[src/rtl/free_list_ctrl.sv]
// Physical-register free list for rename: pops T at dispatch, recycles T_old at
// retire, and restores the allocation pointer from per-ROB checkpoints on rollback.
module free_list_ctrl #(
   parameter int NUM_PR  = 64,
   parameter int NUM_ROB = 32,
   parameter int NUM_AR  = 32
) (
   input  logic                                clock,
   input  logic                                reset,
   input  logic                                en,
   input  logic                                dispatch_en,
   input  logic [4:0]                          dest_idx,
   input  logic [$clog2(NUM_ROB)-1:0]          ROB_idx,
   input  logic                                retire_en,
   input  logic [$clog2(NUM_PR)-1:0]           retire_Told_idx,
   input  logic                                rollback_en,
   input  logic [$clog2(NUM_ROB)-1:0]          ROB_rollback_idx,
   output logic [$clog2(NUM_PR)-1:0]           free_T_idx,
   output logic                                free_valid,
   output logic [$clog2(NUM_PR-NUM_AR):0]      free_count
);

   // DEPTH must be a power of two so the pointers wrap by plain modular arithmetic.
   localparam int DEPTH = NUM_PR - NUM_AR;
   localparam int IDX_W = $clog2(DEPTH);
   localparam int PTR_W = IDX_W + 1;
   localparam int PR_W  = $clog2(NUM_PR);
   localparam logic [4:0]       ZERO_AR   = 5'(NUM_AR - 1);
   localparam logic [PR_W-1:0]  ZERO_PR   = PR_W'(NUM_AR - 1);
   localparam logic [PTR_W-1:0] FULL_CNT  = PTR_W'(DEPTH);

   logic [PR_W-1:0]  fl_q   [DEPTH];
   logic [PTR_W-1:0] ckpt_q [NUM_ROB];
   logic [PTR_W-1:0] head_q, head_d;
   logic [PTR_W-1:0] tail_q, tail_d;
   logic [PTR_W-1:0] headAfterPop;
   logic [PTR_W-1:0] countNow;
   logic             popFire;
   logic             pushFire;

   assign countNow   = tail_q - head_q;
   assign free_count = countNow;
   assign free_valid = (countNow != '0);
   assign free_T_idx = (dispatch_en && dest_idx == ZERO_AR) ? ZERO_PR : fl_q[head_q[IDX_W-1:0]];

   // Rollback overrides the pop; the retire push is independent of both.
   always_comb begin
      popFire      = en && dispatch_en && !rollback_en && free_valid && (dest_idx != ZERO_AR);
      pushFire     = en && retire_en && (retire_Told_idx != ZERO_PR) && (countNow != FULL_CNT);
      headAfterPop = head_q + {{(PTR_W-1){1'b0}}, popFire};
      head_d       = rollback_en ? ckpt_q[ROB_rollback_idx] : headAfterPop;
      tail_d       = tail_q + {{(PTR_W-1){1'b0}}, pushFire};
   end

   always_ff @(posedge clock) begin
      if (reset) begin
         head_q <= '0;
         tail_q <= FULL_CNT;
         for (int i = 0; i < DEPTH; i++) begin
            fl_q[i] <= PR_W'(NUM_AR + i);
         end
         for (int r = 0; r < NUM_ROB; r++) begin
            ckpt_q[r] <= '0;
         end
      end else if (en) begin
         head_q <= head_d;
         tail_q <= tail_d;
         if (pushFire) begin
            fl_q[tail_q[IDX_W-1:0]] <= retire_Told_idx;
         end
         if (dispatch_en && !rollback_en) begin
            ckpt_q[ROB_idx] <= headAfterPop;
         end
      end
   end

   // Recycling into an already-full list means upstream lost track of a register.
   pushWhenFull: assert property (@(posedge clock) disable iff (reset)
      !(en && retire_en && (retire_Told_idx != ZERO_PR) && (countNow == FULL_CNT)));

endmodule
[config.mk]
export PLATFORM = sky130hd
export DESIGN_NAME = free_list_ctrl
export DESIGN_NICKNAME = d
export VERILOG_FILES = /design/src/rtl/free_list_ctrl.sv
export SDC_FILE = /design/constraint.sdc
export NUM_CORES = 1
export LEC_CHECK = 0
export BUFFER_PORTS_ARGS = -buffer_cell sky130_fd_sc_hd__buf_4
export CAP_MARGIN = 0
export CORE_ASPECT_RATIO = 0.7
export CORE_MARGIN = 1
export CORE_UTILIZATION = 45
export DETAILED_ROUTE_END_ITERATION = 7
export GPL_ROUTABILITY_DRIVEN = 0
export PLACE_DENSITY = 0.75
export SYNTH_ARGS = -nofsm -noshare
export SYNTH_HDL_FRONTEND = slang
export SYNTH_SLANG_ARGS = --single-unit
[constraint.sdc]
create_clock -name clock -period 3.91 [get_ports clock]
set_clock_uncertainty 0.1 [all_clocks]
set_input_delay 0.9775 -clock clock [delete_from_list [all_inputs] [get_ports clock]]
set_output_delay 0.9775 -clock clock [all_outputs]
set_load 0.02 [all_outputs]
[Yosys cells after proc, flatten, opt, wreduce, memory -nomap -nowiden]
Memory sizes are Yosys's and may differ from the RTL's. A register that Yosys moved wholly into a read port is not among the register bits.
Index checks and enable logic that the tools add are counted.
Operators by class
  add/subtract/negate cells: 3
  equality and inequality tests: 4
  mux-type cells: 20
  reductions and logical operators: 13
Operator list (number)
  6-bit two-way mux: 4
  5-bit two-way mux: 4
  6-bit by 1-bit adder with 6-bit output: 2
  1-bit two-way mux: 12
  6-bit OR reduction: 2
  1-bit logical AND: 9
  6-bit by 5-bit inequality test with 1-bit output, second input constant: 1
  6-bit inequality test, second input constant: 1
  6-bit nonzero test: 1
  6-bit subtractor: 1
  5-bit == test, second input constant: 1
  5-bit inequality test, second input constant: 1
  1-bit zero test: 1
Word-level totals
  register bits: 12
  memory bits (writable): 384
  bits of input ports: 27
  output and inout port bits: 13
  word-level logic and storage cells: 44
  memories kept: 2
Memory list
  ckpt_q: depth 32, bits a word 6, rd ports 1, clocked after memory_dff 0, wr ports 32, line 33  | logic [PTR_W-1:0] ckpt_q [NUM_ROB];
  fl_q: depth 32, bits a word 6, rd ports 1, clocked after memory_dff 1, wr ports 32, line 32  | logic [PR_W-1:0] fl_q [DEPTH];

[Longest topological paths before layout]
  depth in word-level cells: 9
  depth in mapped cells: 18

[Worst setup path before layout]
Ideal clock, no wire load.
  path type: register to register
  from: reg tail_q[0]
  to: mem ckpt_q[10][5] (netlist bit), data pin
  arrival: 3.578 ns
  data required time: 3.545 ns
  path slack: -0.033 ns
  cell stages (with the launch flop): 17
  period minus slack after synthesis: 3.943 ns
  cell sequence: dfxtp_1 > clkbuf_1 > inv_1 > ha_1 > fa_1 > nor2b_1 > o21a_1 > o21ai_0 > a2111oi_4 > nand2b_1 > and3_1 > ha_1 > and3_1 > and3_1 > xnor2_1 > clkbuf_1 > nor2_1
RTL lines
  start, declared: line 35  | logic [PTR_W-1:0] tail_q, tail_d;
  start signal, assigned: line 67  | tail_q <= tail_d;
  end, declared: line 33

[Worst setup path in the final report]
  from: reg tail_q[0]
  to: out free_valid
Between the ends
  word-level cells in the longest chain between the ends: 2
Ends and longest elaborated chain
  6-bit subtractor: line 41  | assign countNow = tail_q - head_q;
  6-bit nonzero test: line 43  | assign free_valid = (countNow != '0);
  end, declared: line 19  | output logic free_valid,
No other way between the ends.

==> out/summary.txt <==
status = finished clean
Inserted Clock Buffers = 40
Final Hold Viols = 0
Synth Area in Compound Gates = 0.0370
total power = 9.83 mW
switching pwr = 2.32 mW
Avg WL per Cell = 25.3 um
# rows = 62
worst path arrival time = 2720 ps
Crit path largest cell delay = 410 ps
Highest Clock Rate = 0.264 GHz
Worst VDD drop = 0.294 mV
total wire length = 49900 um
Final setup viols = 0
dpl ws = 276 ps
Slew @ Worst Pin = 1230 ps
Yosys top cell by area = edfxtp_1
CP endpoint kind = output pin
commonest cells after routing, fill and taps aside = edfxtp_1, nor2_1, nand3_1
Slew headroom = 0.174
RSZ-0062 raised after global routing = false
mux cell area share after synthesis = 0.138
fraction of registers with async set/reset = 0
commonest non-fill, non-tap cell in the layout = edfxtp_1
die width = 246 um
layout cells sized above 1 = 0.197
Setup crit start kind = flop
PortBufs = 39
register area = 0.0119 mm2
Multi-input gate area = 0.00641 mm2
Static Leak = 6.64 nW
via count = 12400
fill count = 3356
Post-Synth Adder-Cell Area = 0.00705
CP bufs+invs = 2
flop and latch count out of synthesis = 401
# H-tree levels = 2
Logic pwr share = 0.103
post-synthesis xor/xnor area fraction = 0.00466
max_cap viols = 0
P_int = 7.50 mW
core area = 0.0411 mm2
Synth Area in Simple Gates = 0.152
initial antenna violation count = 3
Post-synth EDFFs = 384
Post-DP Area = 0.0198 mm2
via density per instance = 6.28
Post-Syn Area = 0.0188 mm2
Synth Instances = 1381
Distinct cells, synth = 55
post-DP HPWL = 32800 um
Final min period = 3790 ps
Starting Density = 0.458
Post-route DRC = 0
Clk pwr share = 0.400
Yosys top cell area share = 0.613
final net count = 1433
Critical Path, Cell by Cell = inv_1 -> ha_1 -> fa_1 -> nor2b_1 -> o21a_1 -> o21ai_0 -> a2111oi_4 -> nand2b_1 -> buf_4
vias in the first global route = 12100
Final Max Slew Viols = 0
Die H = 173 um
main combinational cell family by area after synthesis = simple AND/OR/NAND/NOR gates
global route overflow = 0
Reg2Reg Setup Slack = 190 ps
largest net degree at the start of global routing = 89
required time worst endpoint = 2830 ps
CTS Root Cell = clkbuf_16
Worst-path clk slew = 70 ps
leading cell types by total area after synthesis = edfxtp_1, mux4_2, nor2_1
Sw Share = 0.237
Total GRT Usage = 0.234
Final Cell Area = 0.0212 mm2
I/O pin count = 40
first-pass GRT wire length = 74500 um
Mapped Nets = 1418
worst hold-check path type = flop to flop
CTS tree = done
DIE AREA = 0.0426 mm2
clock latency on the worst-skew pair = 550 ps
register area share after synthesis = 0.631
YS warnings = 0
drt pass-1 iters = 5
syn_area_per_cell = 13.6 um2
CTS Sinks = 401
fin crit share = 0.970
Sequential Power Share = 0.496
non-filler cells, final = 1973
Final ANT Viol Nets = 0
Critical Setup Path Class = flop to output pin
power density over the cells = 464 mW/mm2
Layout area overhead = 12.6%
Max clock buf depth = 3
top_reg_cell synth = edfxtp_1
Crit Path Max Fanout = 5
cts hold-fix bufs = 0
placed cells = 1896
slowest cell on the critical path = fa_1
cell family with most CP delay = compound AO/OA/AOI/OAI gates
Starting DRT DRC Count = 1769
setup slack after layout = 117 ps
==> layout make-up <==
| type | instances | share of cell area |
|---|---|---|
| inverters | 13 | 0.00242 |
| flip-flops and latches | 401 | 0.561 |
| multi-input cells | 848 | 0.303 |
| clock inverters | 12 | 0.00715 |
| clock buffers | 62 | 0.0561 |
| well taps | 544 | 0.0321 |
| diodes | 1 | 0.000118 |
| repair buffers | 92 | 0.0385 |
==> path summary, 6_finish.rpt <==
| check | startpoint | to | cells after the start |
|---|---|---|---|
| worst max register to register | tail_q[0] | ckpt_q[13][4] | 15 |
| worst min register to register | tail_q[5] | tail_q[5] | 2 |
| worst min-delay path | tail_q[5] | tail_q[5] | 2 |
| worst max-delay path | tail_q[0] | free_valid | 9 |
==> Yosys cell counts, drive strengths merged, types with 5 or more instances <==
library cell,count
nand3b,5
edfxtp,384
dfxtp,17
nand2b,37
clkbuf,73
o21ai,14
nor3b,6
a21oi,12
buf,46
ha,9
mux4,106
or3,8
nor2b,13
xor2,5
nor3,73
nor2,245
nand3,124
o22a,5
a31o,32
and3,16
mux2i,17
a211oi,9
nand2,60
inv,13
o211ai,5
nand4,5
xnor2,5
==> power by group through the flow <==
stage                     logic (mW)  clock network (mW)  registers (mW)
final                           1.01                3.93            4.88
after global routing            1.06                4.11            4.89
after CTS                      0.995                3.97            4.88
after detailed placement       0.984                   0            4.97
after global placement         0.971                   0            4.96
after floorplan                0.648                   0            4.94
==> metrics by stage <==
step	util	hold slack, ps	setup TNS, ps
global placement	0.482	405	0
finish	0.515	424	0
global route	0.515	464	0
floorplan	-	383	-1600
CTS	0.515	426	0
detailed placement	0.482	406	0
==> sequential cells by signal, indices dropped and copies added (netlist names), named ones only <==
signal,cells
ckpt_q,192
fl_q,192
head_q,6
tail_q,6
==> layer usage <==
layer | wire length [um] | part of all wire | track usage | vias to the layer above
li1 | - | - | - | 5286
met1 | 19900 | 0.40 | 0.345 | 6186
met2 | 21500 | 0.43 | 0.331 | 812
met3 | 6950 | 0.14 | 0.0726 | 112
met4 | 1490 | 0.030 | 0.0730 | 4
met5 | 27 | 0.00054 | 0 | -
==> cells by family after synthesis <==
family,after synthesis
adder cells (fa/ha/maj),10
flip-flops,401
multiplexers,126
buffers and inverters,132
AO/OA/AOI/OAI,91
AND/OR/NAND/NOR,611
XOR/XNOR,10
==> worst reg2reg max path, delay by kind of cell, from the launching register on <==
family                   cells  cell delay [ps]
AO/OA/AOI/OAI                3              660
XOR/XNOR                     1              190
adder cells (fa/ha/maj)      4             1050
buffers and inverters        2              310
flip-flops                   1              340
AND/OR/NAND/NOR              5              780
==> what timing repair did <==
action / in CTS / in global routing
gates resized for setup: 0 / 2
endpoints found under the hold margin: 0 / 0
pin swaps: 0 / 0
setup buffers: 2 / 0
endpoints found under the setup margin: 3 / 2
No activity file was read; power rests on OpenSTA's default activity.
